`config.mk`:
```
export PLATFORM = sky130hd
export DESIGN_NAME = dmem_ctrl
export DESIGN_NICKNAME = d
export VERILOG_FILES = /design/src/rtl/dmem_ctrl.sv
export SDC_FILE = /design/constraint.sdc
export NUM_CORES = 2
export LEC_CHECK = 0
export ABC_CLOCK_PERIOD_IN_PS = 4800
export CAP_MARGIN = 40
export CORE_MARGIN = 10
export CORE_UTILIZATION = 35
export CTS_CLUSTER_DIAMETER = 40
export DETAILED_ROUTE_END_ITERATION = 7
export PLACE_DENSITY_LB_ADDON = 0.08
export SYNTH_ARGS = -nofsm -noshare
export SYNTH_HDL_FRONTEND = slang
export SYNTH_SLANG_ARGS = --single-unit
```
`constraint.sdc`:
```
create_clock -name clk -period 4.8 [get_ports clk]
set_input_delay 0.72 -clock clk [delete_from_list [all_inputs] [get_ports clk]]
set_output_delay 0.72 -clock clk [all_outputs]
set_load 0.005 [all_outputs]
```
`src/rtl/dmem_ctrl.sv`:
```
// Data-memory controller: request/ready handshake with LATENCY wait states,
// sized little-endian loads/stores, fault reporting and a two-word MMIO block.
module dmem_ctrl #(
  parameter int unsigned DEPTH_WORDS = 64,
  parameter int unsigned LATENCY     = 1,
  parameter logic [31:0] MMIO_BASE   = 32'hFFFF_FF00
) (
  input  logic        clk,
  input  logic        reset,
  input  logic        req,
  input  logic        we,
  input  logic [31:0] addr,
  input  logic [31:0] wdata,
  input  logic [2:0]  funct3,
  output logic [31:0] rdata,
  output logic        ready,
  output logic        err,
  output logic [31:0] gpio_out
);

  localparam int unsigned AW        = (DEPTH_WORDS > 1) ? $clog2(DEPTH_WORDS) : 1;
  localparam logic [31:0] RAM_BYTES = 32'(4 * DEPTH_WORDS);
  localparam logic [31:0] GPIO_ADDR = MMIO_BASE + 32'd4;
  localparam logic [2:0]  WAIT_INIT = (LATENCY == 0) ? 3'd0 : 3'(LATENCY - 1);

  typedef enum logic [1:0] {IDLE, WAIT, RESP} state_t;
  typedef enum logic [1:0] {SRC_ZERO, SRC_RAM, SRC_MMIO} src_t;

  state_t      state_q, state_d;
  logic [2:0]  wait_q, wait_d;
  logic        acc_we_q, acc_we_d;
  logic [31:0] acc_addr_q, acc_addr_d;
  logic [31:0] acc_wdata_q, acc_wdata_d;
  logic [2:0]  acc_f3_q, acc_f3_d;
  logic [31:0] cycle_q, cycle_d;
  logic [31:0] gpio_q, gpio_d;
  logic [31:0] mmio_q, mmio_d;
  src_t        src_q, src_d;
  logic        err_q, err_d;
  logic [2:0]  ld_f3_q, ld_f3_d;
  logic [1:0]  ld_off_q, ld_off_d;

  logic        x_we;
  logic [31:0] x_addr;
  logic [31:0] x_wdata;
  logic [2:0]  x_f3;
  logic        commit;
  logic        sz_byte, sz_half, sz_word;
  logic        in_ram, is_cnt, is_gpio;
  logic        acc_err;
  logic        ram_we;
  logic [3:0]  be;
  logic [31:0] wlane;
  logic [AW-1:0] word_idx;
  logic [31:0] ram_word;
  logic [7:0]  ld_byte;
  logic [15:0] ld_half;
  logic [31:0] ram_fmt;

  always_comb begin
    state_d     = state_q;
    wait_d      = wait_q;
    acc_we_d    = acc_we_q;
    acc_addr_d  = acc_addr_q;
    acc_wdata_d = acc_wdata_q;
    acc_f3_d    = acc_f3_q;
    case (state_q)
      IDLE: begin
        if (req) begin
          acc_we_d    = we;
          acc_addr_d  = addr;
          acc_wdata_d = wdata;
          acc_f3_d    = funct3;
          wait_d      = WAIT_INIT;
          state_d     = (LATENCY == 0) ? RESP : WAIT;
        end
      end
      WAIT: begin
        if (wait_q == 3'd0) state_d = RESP;
        else                wait_d  = wait_q - 3'd1;
      end
      RESP:    state_d = IDLE;
      default: state_d = IDLE;
    endcase
  end

  // With zero wait states the access commits on the accept edge, so it must
  // be decoded from the live inputs rather than the capture registers.
  always_comb begin
    if (state_q == IDLE) begin
      x_we    = we;
      x_addr  = addr;
      x_wdata = wdata;
      x_f3    = funct3;
    end else begin
      x_we    = acc_we_q;
      x_addr  = acc_addr_q;
      x_wdata = acc_wdata_q;
      x_f3    = acc_f3_q;
    end
  end

  assign commit = reset && (state_d == RESP) && (state_q != RESP);

  always_comb begin
    sz_byte = (x_f3[1:0] == 2'b00);
    sz_half = (x_f3[1:0] == 2'b01);
    sz_word = (x_f3[1:0] == 2'b10);
    in_ram  = (x_addr < RAM_BYTES);
    is_cnt  = (x_addr == MMIO_BASE);
    is_gpio = (x_addr == GPIO_ADDR);
    acc_err = (x_f3 == 3'b011) || (x_f3[2:1] == 2'b11)
           || (x_we && x_f3[2])
           || (sz_half && x_addr[0])
           || (sz_word && (x_addr[1:0] != 2'b00))
           || !(in_ram || is_cnt || is_gpio)
           || (x_we && is_cnt)
           || ((is_cnt || is_gpio) && !sz_word);
  end

  always_comb begin
    be    = 4'b0000;
    wlane = x_wdata;
    if (sz_word) begin
      be = 4'b1111;
    end else if (sz_half) begin
      be    = x_addr[1] ? 4'b1100 : 4'b0011;
      wlane = {2{x_wdata[15:0]}};
    end else if (sz_byte) begin
      be    = 4'b0001 << x_addr[1:0];
      wlane = {4{x_wdata[7:0]}};
    end
  end

  assign ram_we   = commit && x_we && !acc_err && in_ram;
  assign word_idx = x_addr[AW+1:2];

  // One byte-wide array per lane keeps byte writes inferable as block RAM.
  for (genvar gi = 0; gi < 4; gi++) begin : g_lane
    logic [7:0] ram_lane [DEPTH_WORDS];
    logic [7:0] rd_lane_q;

    always_ff @(posedge clk) begin
      if (ram_we && be[gi]) ram_lane[word_idx] <= wlane[8*gi +: 8];
      if (commit)           rd_lane_q          <= ram_lane[word_idx];
    end

    assign ram_word[8*gi +: 8] = rd_lane_q;
  end

  always_comb begin
    cycle_d  = cycle_q + 32'd1;
    gpio_d   = gpio_q;
    mmio_d   = mmio_q;
    src_d    = src_q;
    err_d    = err_q;
    ld_f3_d  = ld_f3_q;
    ld_off_d = ld_off_q;
    if (commit) begin
      err_d    = acc_err;
      ld_f3_d  = x_f3;
      ld_off_d = x_addr[1:0];
      mmio_d   = is_cnt ? cycle_q : gpio_q;
      if (acc_err || x_we) src_d = SRC_ZERO;
      else if (in_ram)     src_d = SRC_RAM;
      else                 src_d = SRC_MMIO;
      if (x_we && !acc_err && is_gpio) gpio_d = x_wdata;
    end
  end

  always_ff @(posedge clk) begin
    if (!reset) begin
      state_q     <= IDLE;
      wait_q      <= 3'd0;
      acc_we_q    <= 1'b0;
      acc_addr_q  <= 32'd0;
      acc_wdata_q <= 32'd0;
      acc_f3_q    <= 3'd0;
      cycle_q     <= 32'd0;
      gpio_q      <= 32'd0;
      mmio_q      <= 32'd0;
      src_q       <= SRC_ZERO;
      err_q       <= 1'b0;
      ld_f3_q     <= 3'd0;
      ld_off_q    <= 2'd0;
    end else begin
      state_q     <= state_d;
      wait_q      <= wait_d;
      acc_we_q    <= acc_we_d;
      acc_addr_q  <= acc_addr_d;
      acc_wdata_q <= acc_wdata_d;
      acc_f3_q    <= acc_f3_d;
      cycle_q     <= cycle_d;
      gpio_q      <= gpio_d;
      mmio_q      <= mmio_d;
      src_q       <= src_d;
      err_q       <= err_d;
      ld_f3_q     <= ld_f3_d;
      ld_off_q    <= ld_off_d;
    end
  end

  // Lane select and extension happen after the registered RAM read.
  always_comb begin
    ld_byte = ram_word[8*ld_off_q +: 8];
    ld_half = ld_off_q[1] ? ram_word[31:16] : ram_word[15:0];
    case (ld_f3_q[1:0])
      2'b00:   ram_fmt = {{24{!ld_f3_q[2] && ld_byte[7]}}, ld_byte};
      2'b01:   ram_fmt = {{16{!ld_f3_q[2] && ld_half[15]}}, ld_half};
      default: ram_fmt = ram_word;
    endcase
    case (src_q)
      SRC_RAM:  rdata = ram_fmt;
      SRC_MMIO: rdata = mmio_q;
      default:  rdata = 32'd0;
    endcase
  end

  assign ready    = (state_q == RESP);
  assign err      = err_q;
  assign gpio_out = gpio_q;

endmodule

```
==> results.json <==
{
  "status": "complete, no violations",
  "core_um2": 254200,
  "maxUsedRoutingLayer": "met5",
  "synthesis.area_um2": 89380,
  "initial_core_util": 0.3517,
  "syn_nets": 5446,
  "fin_nets": 6206,
  "drt-total-wl_mm": 312.9,
  "yosysTopAreaCell": "edfxtp_1",
  "dr_wl_met2_mm": 145.6,
  "ctsHoldBuffers": 0,
  "synth_cell_types": 69,
  "cts_made_buffers": 398,
  "path_class": "reg -> reg",
  "cts_tree": "done",
  "clock_skew_ns": 0.09794,
  "fin_crit_ns": 4.599,
  "area_growth_pct": 27.26,
  "yosysMostFrequentCell": "edfxtp_1",
  "clk_latency_ns": 0.98,
  "worstPathMaxFanout": 55,
  "power_leakage_nw": 37.08,
  "ys_seq_area_frac": 0.7385,
  "wl_met1_mm": 138.5,
  "yosysWarnings": 0,
  "routed_via_density": 5.542,
  "dp.final_hpwl_mm": 207.0,
  "cts_resized": 0,
  "fp.dieW_um": 525.3,
  "netlist.area_leader.share": 0.6988,
  "worst_setup_path_end_kind": "flip-flop",
  "hold_path_class": "in -> reg",
  "setup_violations": 0,
  "cts.root.buffer_cell": "clkbuf_16",
  "numPortBuffers": 136,
  "finalHoldViolations": 0,
  "cap_violations": 0,
  "vias": 54415,
  "post-cts-setup-buffers": 0,
  "regArea_um2": 66000,
  "pin_count": 137,
  "total_power_mw": 55.79,
  "drc": 0,
  "rsz0062_at_grt": "false",
  "ys_seq_elements": 2257,
  "grt_pass1_vias": 54325,
  "clk_path_buf_depth": 4,
  "start_kind": "flip-flop",
  "netlist_top_cells_count": "edfxtp_1, nand2_1, mux4_2",
  "tns_ns": 0,
  "arrival_ns": 5.26,
  "synth_cells": 5370,
  "fillers": 22294,
  "grt_overflow_total": 0,
  "async_flop_share": 0,
  "antenna_found_initial": 17,
  "irDropWorstVdd_v": 0.0004147,
  "synthTopCellsByArea": "edfxtp_1, mux4_2, dfxtp_1",
  "cp_data_required_time_ns": 5.46,
  "firstDrtPassIters": 6,
  "power_density_nw_per_um2": 490.5,
  "route.met3.wl_mm": 20.32,
  "rows": 185,
  "htree_levels": 5,
  "max_freq_mhz": 217.4,
  "synth_ff_type": "edfxtp_1",
  "worstMarginPinSlew_ns": 0.9550,
  "synth_edf_count": 2080,
  "cts.sinks": 2257,
  "drive_above_1_share": 0.2817,
  "grt_pass1_wl_mm": 438.5,
  "initialDrtViolationCount": 5934,
  "multi_input_area_um2": 22670,
  "die_height_um": 525.3,
  "design.die.area_um2": 276000,
  "clkTransAtPathRegs_ns": 0.05,
  "ant_nets": 0,
  "post-route-period-util": 0.9581,
  "grt_max_degree": 73,
  "syn_avg_cell_area_um2": 16.64,
  "place.gp.congestion": 0.8120,
  "grtUsageTotal": 0.2210,
  "final_max_slew_viol_count": 0,
  "post_drt_wl_per_cell_um": 31.87,
  "slew_headroom": 0.3633
}
placed cells by master, fill, tap and decap left out, types with 89 or more instances in the layout:
master,netlist,routed
a21oi_1,184,176
a22oi_1,189,189
buf_12,0,97
buf_4,12,474
clkbuf_16,0,403
clkdlybuf4s50_1,0,135
dfxtp_1,177,177
edfxtp_1,2080,2080
mux2i_1,114,96
mux4_2,410,410
nand2_1,715,713
nand3_1,284,283
nand4_1,89,89
nor2_1,254,226
stage by stage:
step / setup WS [ns] / cells / util / hold slack (ns) / area [um^2]
2_1_floorplan: 0.4911 / 5370 / - / 0.4297 / 89380
3_3_place_gp: 0.1277 / 9076 / 0.3924 / 0.4414 / 99720
3_5_place_dp: 0.2096 / 9095 / 0.3938 / 0.4462 / 100100
4_1_cts: 0.1425 / 9811 / 0.4473 / 0.2662 / 113700
5_1_grt: 0.08356 / 9813 / 0.4475 / 0.3053 / 113700
6_report: 0.2012 / 9818 / 0.4475 / 0.3288 / 113700
metal layers:
metal	track usage	vias to the layer above
li1	-	22948
met5	0	-
met1	0.3172	28809
met3	0.03677	480
met4	0.06087	4
met2	0.3478	2174
sequential cells by signal, indices dropped and copies added, names as in the netlist, 2 cells and up:
signal,cells
acc_addr_q,32
acc_wdata_q,32
src_q,2
acc_f3_q,3
ld_f3_q,3
g_lane.ram_lane,2048
gpio_out,32
g_lane.rd_lane_q,32
wait_q,3
cycle_q,32
state_q,2
mmio_q,32
ld_off_q,2
where the power goes:
group | switching, mW | leakage [nW] | internal (mW)
Combinational | 3.30 | 10.3 | 1.52
Sequential | 0.0777 | 20.2 | 22.1
Clock | 10.0 | 6.54 | 18.7
Total | 13.4 | 37.1 | 42.4
logic make-up (layout without fill, tap and decap cells):
group	Yosys count	in the layout	synth area share
multiplexers	527	527	0.1165
AND/OR/NAND/NOR	1576	1576	0.07933
flip-flops	2257	2257	0.7385
other	0	6	0
adder cells (fa/ha/maj)	5	5	0.0006999
buffers and inverters	388	1464	0.01894
XOR/XNOR	23	23	0.002254
AO/OA/AOI/OAI	594	594	0.04380
final timing paths:
kind | to | slack (ns) | cells past startpoint | start
worst max-delay path | g_lane[1].rd_lane_q[5]$_DFFE_PP_ | 0.20 | 10 | state_q[1]$_SDFF_PN0_
worst max register to register | g_lane[1].rd_lane_q[5]$_DFFE_PP_ | 0.20 | 10 | state_q[1]$_SDFF_PN0_
worst min-delay path | acc_wdata_q[2]$_SDFFE_PN0P_ | 0.33 | 3 | wdata[2]
worst min register to register | acc_wdata_q[5]$_SDFFE_PN0P_ | 0.45 | 2 | acc_wdata_q[5]$_SDFFE_PN0P_
layout make-up:
| type | count | share of cell area |
|---|---|---|
| sequential | 2257 | 0.5803 |
| clock buffer | 436 | 0.09028 |
| inverter | 28 | 0.0009461 |
| multi-input combinational | 2725 | 0.1993 |
| antenna | 6 | 0.0001320 |
| clock inverter | 280 | 0.02946 |
| tap | 3366 | 0.03703 |
| timing repair buffer | 720 | 0.06251 |
critical path, stage by stage (launching register included):
cell and delay, ns:
dfxtp_1 0.56, nor2_4 0.68, mux2_8 0.61, buf_12 0.26
buf_4 0.17, nor2_4 0.12, buf_12 0.34, nand3_1 0.13
o2111ai_1 0.26, nand4_1 0.51, or3_1 0.49
No activity file was read; power rests on OpenSTA's default activity.
